`src/rtl/mfp_ahb_byte_loader.sv`:
```
// Packs a byte stream into little-endian words and writes them as single AHB NONSEQ transfers to incrementing addresses.
// Latency: last byte at edge N -> address phase N+1, data phase N+2; in_ready drops outside COLLECT and while load_addr_valid.
module mfp_ahb_byte_loader #(
    parameter logic [31:0] BASE_ADDR = 32'h0000_0000,
    parameter int          CNT_WIDTH = 16
) (
    input  logic                 HCLK,
    input  logic                 HRESET,
    input  logic                 load_addr_valid,
    input  logic [31:0]          load_addr,
    input  logic                 in_valid,
    input  logic [7:0]           in_data,
    input  logic                 in_last,
    output logic                 in_ready,
    output logic [31:0]          HADDR,
    output logic [2:0]           HBURST,
    output logic                 HMASTLOCK,
    output logic [3:0]           HPROT,
    output logic [2:0]           HSIZE,
    output logic [1:0]           HTRANS,
    output logic                 HWRITE,
    output logic [31:0]          HWDATA,
    input  logic                 HREADY,
    input  logic                 HRESP,
    output logic                 busy,
    output logic [CNT_WIDTH-1:0] words_written,
    output logic                 error
);

    typedef enum logic [1:0] {
        COLLECT = 2'd0,
        ADDR    = 2'd1,
        DATA    = 2'd2
    } state_t;

    localparam logic [31:0] RESET_ADDR = {BASE_ADDR[31:2], 2'b00};
    localparam logic [1:0]  HTRANS_IDLE   = 2'b00;
    localparam logic [1:0]  HTRANS_NONSEQ = 2'b10;

    state_t                 state_q, state_d;
    logic [31:0]            addr_q, addr_d;
    logic [2:0]             cnt_q, cnt_d;
    logic [31:0]            word_q, word_d;
    logic [31:0]            hwdata_q, hwdata_d;
    logic [CNT_WIDTH-1:0]   words_q, words_d;
    logic                   err_q, err_d;

    always_ff @(posedge HCLK) begin
        if (HRESET) begin
            state_q  <= COLLECT;
            addr_q   <= RESET_ADDR;
            cnt_q    <= 3'd0;
            word_q   <= 32'd0;
            hwdata_q <= 32'd0;
            words_q  <= '0;
            err_q    <= 1'b0;
        end else begin
            state_q  <= state_d;
            addr_q   <= addr_d;
            cnt_q    <= cnt_d;
            word_q   <= word_d;
            hwdata_q <= hwdata_d;
            words_q  <= words_d;
            err_q    <= err_d;
        end
    end

    always_comb begin
        state_d  = state_q;
        addr_d   = addr_q;
        cnt_d    = cnt_q;
        word_d   = word_q;
        hwdata_d = hwdata_q;
        words_d  = words_q;
        err_d    = err_q;
        case (state_q)
            COLLECT: begin
                // An address load wins over a byte presented in the same cycle.
                if (load_addr_valid) begin
                    addr_d = {load_addr[31:2], 2'b00};
                    cnt_d  = 3'd0;
                    word_d = 32'd0;
                end else if (in_valid) begin
                    word_d[{cnt_q[1:0], 3'b000} +: 8] = in_data;
                    cnt_d = cnt_q + 3'd1;
                    if (cnt_q == 3'd3 || in_last) begin
                        state_d = ADDR;
                    end
                end
            end
            ADDR: begin
                if (HREADY) begin
                    state_d  = DATA;
                    hwdata_d = word_q;
                end
            end
            DATA: begin
                // Errors are recorded but never retried; loading just moves on.
                if (HREADY) begin
                    state_d = COLLECT;
                    addr_d  = addr_q + 32'd4;
                    words_d = words_q + 1'b1;
                    cnt_d   = 3'd0;
                    word_d  = 32'd0;
                    if (HRESP) begin
                        err_d = 1'b1;
                    end
                end
            end
            default: state_d = COLLECT;
        endcase
    end

    assign in_ready      = (state_q == COLLECT) && !load_addr_valid;
    assign HADDR         = addr_q;
    assign HBURST        = 3'b000;
    assign HMASTLOCK     = 1'b0;
    assign HPROT         = 4'b0011;
    assign HSIZE         = 3'b010;
    assign HTRANS        = (state_q == ADDR) ? HTRANS_NONSEQ : HTRANS_IDLE;
    assign HWRITE        = (state_q == ADDR);
    assign HWDATA        = hwdata_q;
    assign busy          = (state_q != COLLECT) || (cnt_q != 3'd0);
    assign words_written = words_q;
    assign error         = err_q;

endmodule

```
`config.mk`:
```
export PLATFORM = sky130hd
export DESIGN_NAME = mfp_ahb_byte_loader
export DESIGN_NICKNAME = d
export VERILOG_FILES = /design/src/rtl/mfp_ahb_byte_loader.sv
export SDC_FILE = /design/constraint.sdc
export NUM_CORES = 1
export LEC_CHECK = 0
export BUFFER_PORTS_ARGS = -buffer_cell sky130_fd_sc_hd__buf_2
export CORE_AREA = 2 2 79 138
export CTS_CLUSTER_SIZE = 10
export DETAILED_ROUTE_END_ITERATION = 10
export DIE_AREA = 0 0 81 140
export GPL_TIMING_DRIVEN = 0
export PLACE_DENSITY = 0.79
export RECOVER_POWER = 100
export SYNTH_ARGS = -nofsm -noshare
export SYNTH_HDL_FRONTEND = slang
export SYNTH_SLANG_ARGS = --single-unit
```
`constraint.sdc`:
```
create_clock -name HCLK -period 2.4 [get_ports HCLK]
set_clock_uncertainty 0.2 [all_clocks]
set_input_delay 0.24 -clock HCLK [delete_from_list [all_inputs] [get_ports HCLK]]
set_output_delay 0.24 -clock HCLK [all_outputs]
set_load 0.02 [all_outputs]
```
Word level (Yosys, flattened, before mapping)
Cells that the tools add are included.
{"block": "op_classes", "n_addsub": 4, "n_eq_ne": 10, "n_shift": 2, "n_mux": 19, "reduce_logical": 14}
{"operator": "32-bit 2-to-1 mux", "n": 5}
{"operator": "32-bit one-hot mux with 2 select lines", "n": 2}
{"operator": "32-bit by 3-bit adder with 32-bit output, second input constant", "n": 1}
{"operator": "32-bit bitwise mux", "n": 1}
{"operator": "8-bit by 7-bit variable shift with 32-bit output, first input constant", "n": 1}
{"operator": "8-bit by 7-bit indexed part select with 32-bit output", "n": 1}
{"operator": "16-bit by 1-bit adder with 16-bit output, second input constant", "n": 1}
{"operator": "2-bit 2-to-1 mux", "n": 6}
{"operator": "2-bit != test, second input constant", "n": 5}
{"operator": "3-bit 2-to-1 mux", "n": 3}
{"operator": "3-bit AND reduction", "n": 3}
{"operator": "5-bit negation with 7-bit output", "n": 1}
{"operator": "2-bit one-hot mux with 3 select lines", "n": 1}
{"operator": "3-bit one-hot mux with 2 select lines", "n": 1}
{"operator": "5-bit AND reduction", "n": 1}
{"operator": "2-bit AND reduction", "n": 2}
{"operator": "2-bit nonzero test", "n": 2}
{"operator": "3-bit by 1-bit adder with 3-bit output, second input constant", "n": 1}
{"operator": "3-bit by 2-bit equality test with 1-bit output, second input constant", "n": 1}
{"operator": "3-bit != test, second input constant", "n": 1}
{"operator": "3-bit nonzero test", "n": 1}
{"operator": "2-bit by 1-bit equality test with 1-bit output, second input constant", "n": 1}
{"operator": "2-bit equality test, second input constant", "n": 1}
{"operator": "2-bit zero test", "n": 1}
{"operator": "4 further kinds", "n": 5}
{"block": "totals", "ff_bits": 118, "input_bits": 47, "out_inout_bits": 97}

Logic depth before layout (Yosys ltp)
{"block": "logic_depth", "ltp_word": 6, "mapped_depth": 8, "depth_no_buf": 6}

Worst setup path after synthesis
No wires, ideal clock.
{"block": "synth_path", "path_kind": "register to register", "startpoint": "reg addr_q[2], in the netlist HADDR[2]", "endpoint": "reg addr_q[26], in the netlist HADDR[26]", "setup_ns": 0.114, "t_arrival_ns": 2.049, "required_ns": 2.086, "setup_slack_ns": 0.037, "path_stages_with_launch": 8, "synth_period_minus_slack_ns": 2.363, "path_cell_list": "dfxtp_1 > ha_1 > nand3_1 > nor4_2 > clkbuf_1 > nand3_1 > mux2i_1 > a2111oi_0"}
{"block": "synth_between", "elab_chain_len": 3}
{"element": "start, declared", "line": "41", "rtl": "logic [31:0] addr_q, addr_d;"}
{"element": "start signal, assigned", "line": "59", "rtl": "addr_q <= addr_d;"}
{"element": "32-bit by 3-bit adder with 32-bit output", "line": "101", "rtl": "addr_d = addr_q + 32'd4;"}
{"element": "32-bit 2-to-1 mux", "line": "99", "rtl": "if (HREADY) begin"}
{"element": "32-bit one-hot mux with 2 select lines", "line": "76", "rtl": "case (state_q)"}
Every way passes these cells. The select of a mux whose other input is x is not followed.
A chain may end at the register's enable or synchronous reset.

Worst setup path in the final report
{"block": "layout_path", "startpoint": "reg state_q[0]", "endpoint": "reg hwdata_q[6], in the netlist HWDATA[6]"}
{"block": "layout_between", "elab_chain_len": 2}
{"element": "start, declared", "line": "40", "rtl": "state_t state_q, state_d;"}
{"element": "start signal, assigned", "line": "58", "rtl": "state_q <= state_d;"}
{"element": "2-bit by 1-bit equality test with 1-bit output", "line": "76"}
{"element": "2-bit AND reduction (no line)"}
{"element": "end signal, assigned", "line": "62", "rtl": "hwdata_q <= hwdata_d;"}
{"element": "end, declared", "line": "44", "rtl": "logic [31:0] hwdata_q, hwdata_d;"}
Every way passes these cells.

==> results.py <==
metrics = {
    "run_status": {
        "run_status": "finished, violations left",
        "violations": "negative setup slack",
    },
    "placement": {
        "gp_congestion": 0.915,
        "dp_hpwl_um": 12500,
        "dp_cells": 912,
        "port_buffers": 126,
        "placed_area_um2": 6130,
    },
    "timing": {
        "setup_violations": 1,
        "worst_pin_slew_ns": 0.940,
        "rsz0062_at_grt": "true",
        "layout_setup_ws_ns": -0.00620,
        "min_period_over_period_pct": 100,
        "period_needed_ns": 2.41,
        "holdWs_ns": 0.0276,
        "fmax_mhz": 416,
        "finalHoldViolations": 0,
        "max-slew-margin-rel_pct": 36.8,
        "drv_slew": 0,
    },
    "finish": {
        "final_cell_mix": "dfxtp_1 (114), clkbuf_1 (114), nand2_1 (102)",
        "fin_nets": 883,
        "seq_area_um2": 2320,
        "syn_to_final_growth_pct": 30.7,
        "finalInstanceArea_um2": 6920,
        "antenna_cells": 0,
        "nFillCells": 885,
        "multi_input_area_um2": 2730,
        "layout-drive-gt1-share_pct": 14.2,
        "final-instance-count-excl-fill": 966,
    },
    "synthesis": {
        "ys_ff_latch": 116,
        "yosys.area_share.xor_xnor_pct": 1.98,
        "syn_inst": 647,
        "ys_warn_count": 0,
        "avgSynthCellArea_um2": 8.19,
        "synth_edf_count": 0,
        "synth.area.top_cells": "dfxtp_1 (44%), nand2_1 (7.2%), a21oi_1 (6.9%), nor2_1 (4.4%), a22o_1 (2.8%)",
        "ys_types": 60,
        "syn-cell-area_um2": 5300,
        "synth_top_family_by_area": "simple AND/OR/NAND/NOR gates",
        "synth_simple_gate_area_share_pct": 24.4,
        "synth_top_cell_by_area": "dfxtp_1",
        "synthFlopType": "dfxtp_1",
        "synthMuxAreaShare_pct": 0.756,
        "synth-adder-area-share_pct": 2.13,
        "synthArstFlopShare_pct": 0,
        "synth_compound_area_share_pct": 20.6,
        "yosysSeqAreaShare_pct": 43.8,
        "synth.top_cell.area_share_pct": 43.8,
    },
    "job": {
        "maxCapViolations": 0,
    },
    "drt": {
        "final_antenna_net_count": 0,
        "vias_per_cell": 5.89,
        "first_iter_violations": 417,
        "remaining_drc_errors": 0,
        "via_count": 5688,
        "drt_first_pass_iters": 6,
        "wl_per_cell_um": 18.0,
        "wl_um": 17400,
    },
    "setup_path": {
        "crit_type": "reg -> reg",
        "critPathMaxFanout": 10,
        "crit_required_ns": 2.53,
        "r2r_start": "state_q[0]",
        "timing.rr.end": "HWDATA[6]",
        "crit_arrival_ns": 2.53,
        "r2r_slack_ns": -0.006,
        "critPathLaunchType": "flip-flop",
        "reg2reg_depth": 7,
        "crit_path_end_kind": "flip-flop",
    },
    "global_route": {
        "grt_pass1_vias": 5608,
        "grt_max_degree": 17,
        "grt_usage_pct": 31.1,
        "antenna_found_initial": 0,
        "grt_pass1_wl_um": 27200,
        "overflow": 0,
    },
    "die": {
        "die_x_um": 81,
        "dieHeight_um": 140,
        "ios": 144,
        "num_rows": 49,
        "coreArea_um2": 10200,
        "start_util_pct": 52.0,
        "die_area_um2": 11300,
    },
    "hold_path": {
        "hp-start": "load_addr[5]",
        "hold_depth": 4,
        "hp-class": "in -> reg",
        "worstHoldEndpoint": "HADDR[5]",
    },
    "cts": {
        "cts_tree": "yes",
        "cts_sinks": 116,
        "cts_buffers": 17,
        "clockRootBuffer": "clkbuf_16",
        "cts_max_level": 4,
        "clk_path_buf_depth": 2,
        "path_clk_slew_ns": 0.05,
        "clk_latency_ns": 0.41,
    },
    "power": {
        "p_per_area_nw_per_um2": 747,
        "leakage_nw": 2.67,
        "vdd_drop_max_mv": 0.728,
    },
}
synth_stat cells (4+ instances only):
| library cell | n |
|---|---|
| clkbuf_1 | 33 |
| a22o_1 | 17 |
| nand2_1 | 102 |
| dfxtp_1 | 116 |
| and3_1 | 12 |
| a31oi_1 | 5 |
| a311oi_1 | 4 |
| nor3_1 | 15 |
| ha_1 | 9 |
| inv_1 | 7 |
| and4_1 | 6 |
| a211oi_1 | 4 |
| buf_4 | 15 |
| buf_2 | 6 |
| xor2_1 | 5 |
| nand3_1 | 16 |
| a22oi_1 | 17 |
| mux2i_1 | 4 |
| nand4_1 | 12 |
| o21ai_0 | 23 |
| or3_1 | 6 |
| nor2_1 | 62 |
| a21oi_1 | 73 |
| nor4_1 | 7 |
| xnor2_1 | 7 |
per-layer routing:
layer | global-route usage (%) | share of wire (%)
met1 | 29.9 | 33
met5 | 0 | 0
met3 | 7.35 | 7.3
met2 | 56.4 | 53
met4 | 20.7 | 6.1
flip-flops by register name, indices dropped and copies added (netlist names):
| name | count |
|---|---|
| word_q | 32 |
| HWDATA | 32 |
| words_written | 16 |
| state_q | 2 |
| cnt_q | 3 |
| error | 1 |
| HADDR | 30 |
worst max-delay path: stages, from the launching register on:
cell,delay [ns]
dfxtp_1,0.39
clkbuf_1,0.36
nor2b_1,0.36
and2_0,0.17
clkbuf_1,0.30
clkbuf_2,0.28
nand2_1,0.11
a21oi_1,0.16
cells by family (layout without fill, tap and decap cells):
kind of cell	Yosys count	after routing
flip-flops	116	116
adder cells (fa/ha/maj)	9	9
other	2	14
XOR/XNOR	12	12
AO/OA/AOI/OAI	171	171
AND/OR/NAND/NOR	267	267
buffers and inverters	66	246
multiplexers	4	4
report_power, final:
part / total, W / switching (W) / leakage (nW) / internal (W)
logic: 0.000475 / 0.000307 / 1.42 / 0.000168
clock network: 0.00266 / 0.000872 / 0.304 / 0.00178
registers: 0.00204 / 0.0000654 / 0.942 / 0.00197
total: 0.00517 / 0.00124 / 2.67 / 0.00393
how the worst max path moves through the flow:
stage / from / end / slack, ns / cells after the start
2_1_floorplan: HADDR[2] / HADDR[26] / 0.04 / 7
3_3_place_gp: HADDR[2] / HADDR[26] / -0.25 / 7
3_5_place_dp: HADDR[2] / HADDR[26] / -0.26 / 7
4_1_cts: HADDR[2] / HADDR[26] / 0.02 / 7
5_1_grt: cnt_q[0] / word_q[17] / -0.08 / 6
6_report: state_q[0] / HWDATA[6] / -0.006 / 7
repair_timing:
item	in CTS	in global routing
endpoints found under the hold margin	37	0
hold buffers	20	0
setup endpoints to repair	16	59
gates resized for setup	5	21
pin swaps	0	3
setup buffers	0	3
layout make-up:
| type | instances | share of cell area [%] |
|---|---|---|
| multi-input cells | 477 | 39.4 |
| repair buffers | 149 | 10.8 |
| well taps | 127 | 2.30 |
| flip-flops and latches | 116 | 33.6 |
| plain buffers | 59 | 4.59 |
| clock inverters | 9 | 2.20 |
| inverters | 7 | 0.380 |
| clock buffers | 22 | 6.71 |
stage by stage:
| step | setup TNS [ns] | power [W] | setup slack (ns) | utilization [%] |
|---|---|---|---|---|
| 2_1_floorplan | 0 | 0.00234 | 0.0369 | - |
| 4_1_cts | 0 | 0.00518 | 0.0188 | 68.5 |
| 6_report | -0.00620 | 0.00517 | -0.00620 | 68.0 |
| 5_1_grt | -1.66 | 0.00533 | -0.0838 | 68.0 |
| 3_3_place_gp | -1.35 | 0.00251 | -0.250 | 60.2 |
| 3_5_place_dp | -1.92 | 0.00252 | -0.264 | 60.2 |
Note: power is estimated with default switching activity, not from simulation.
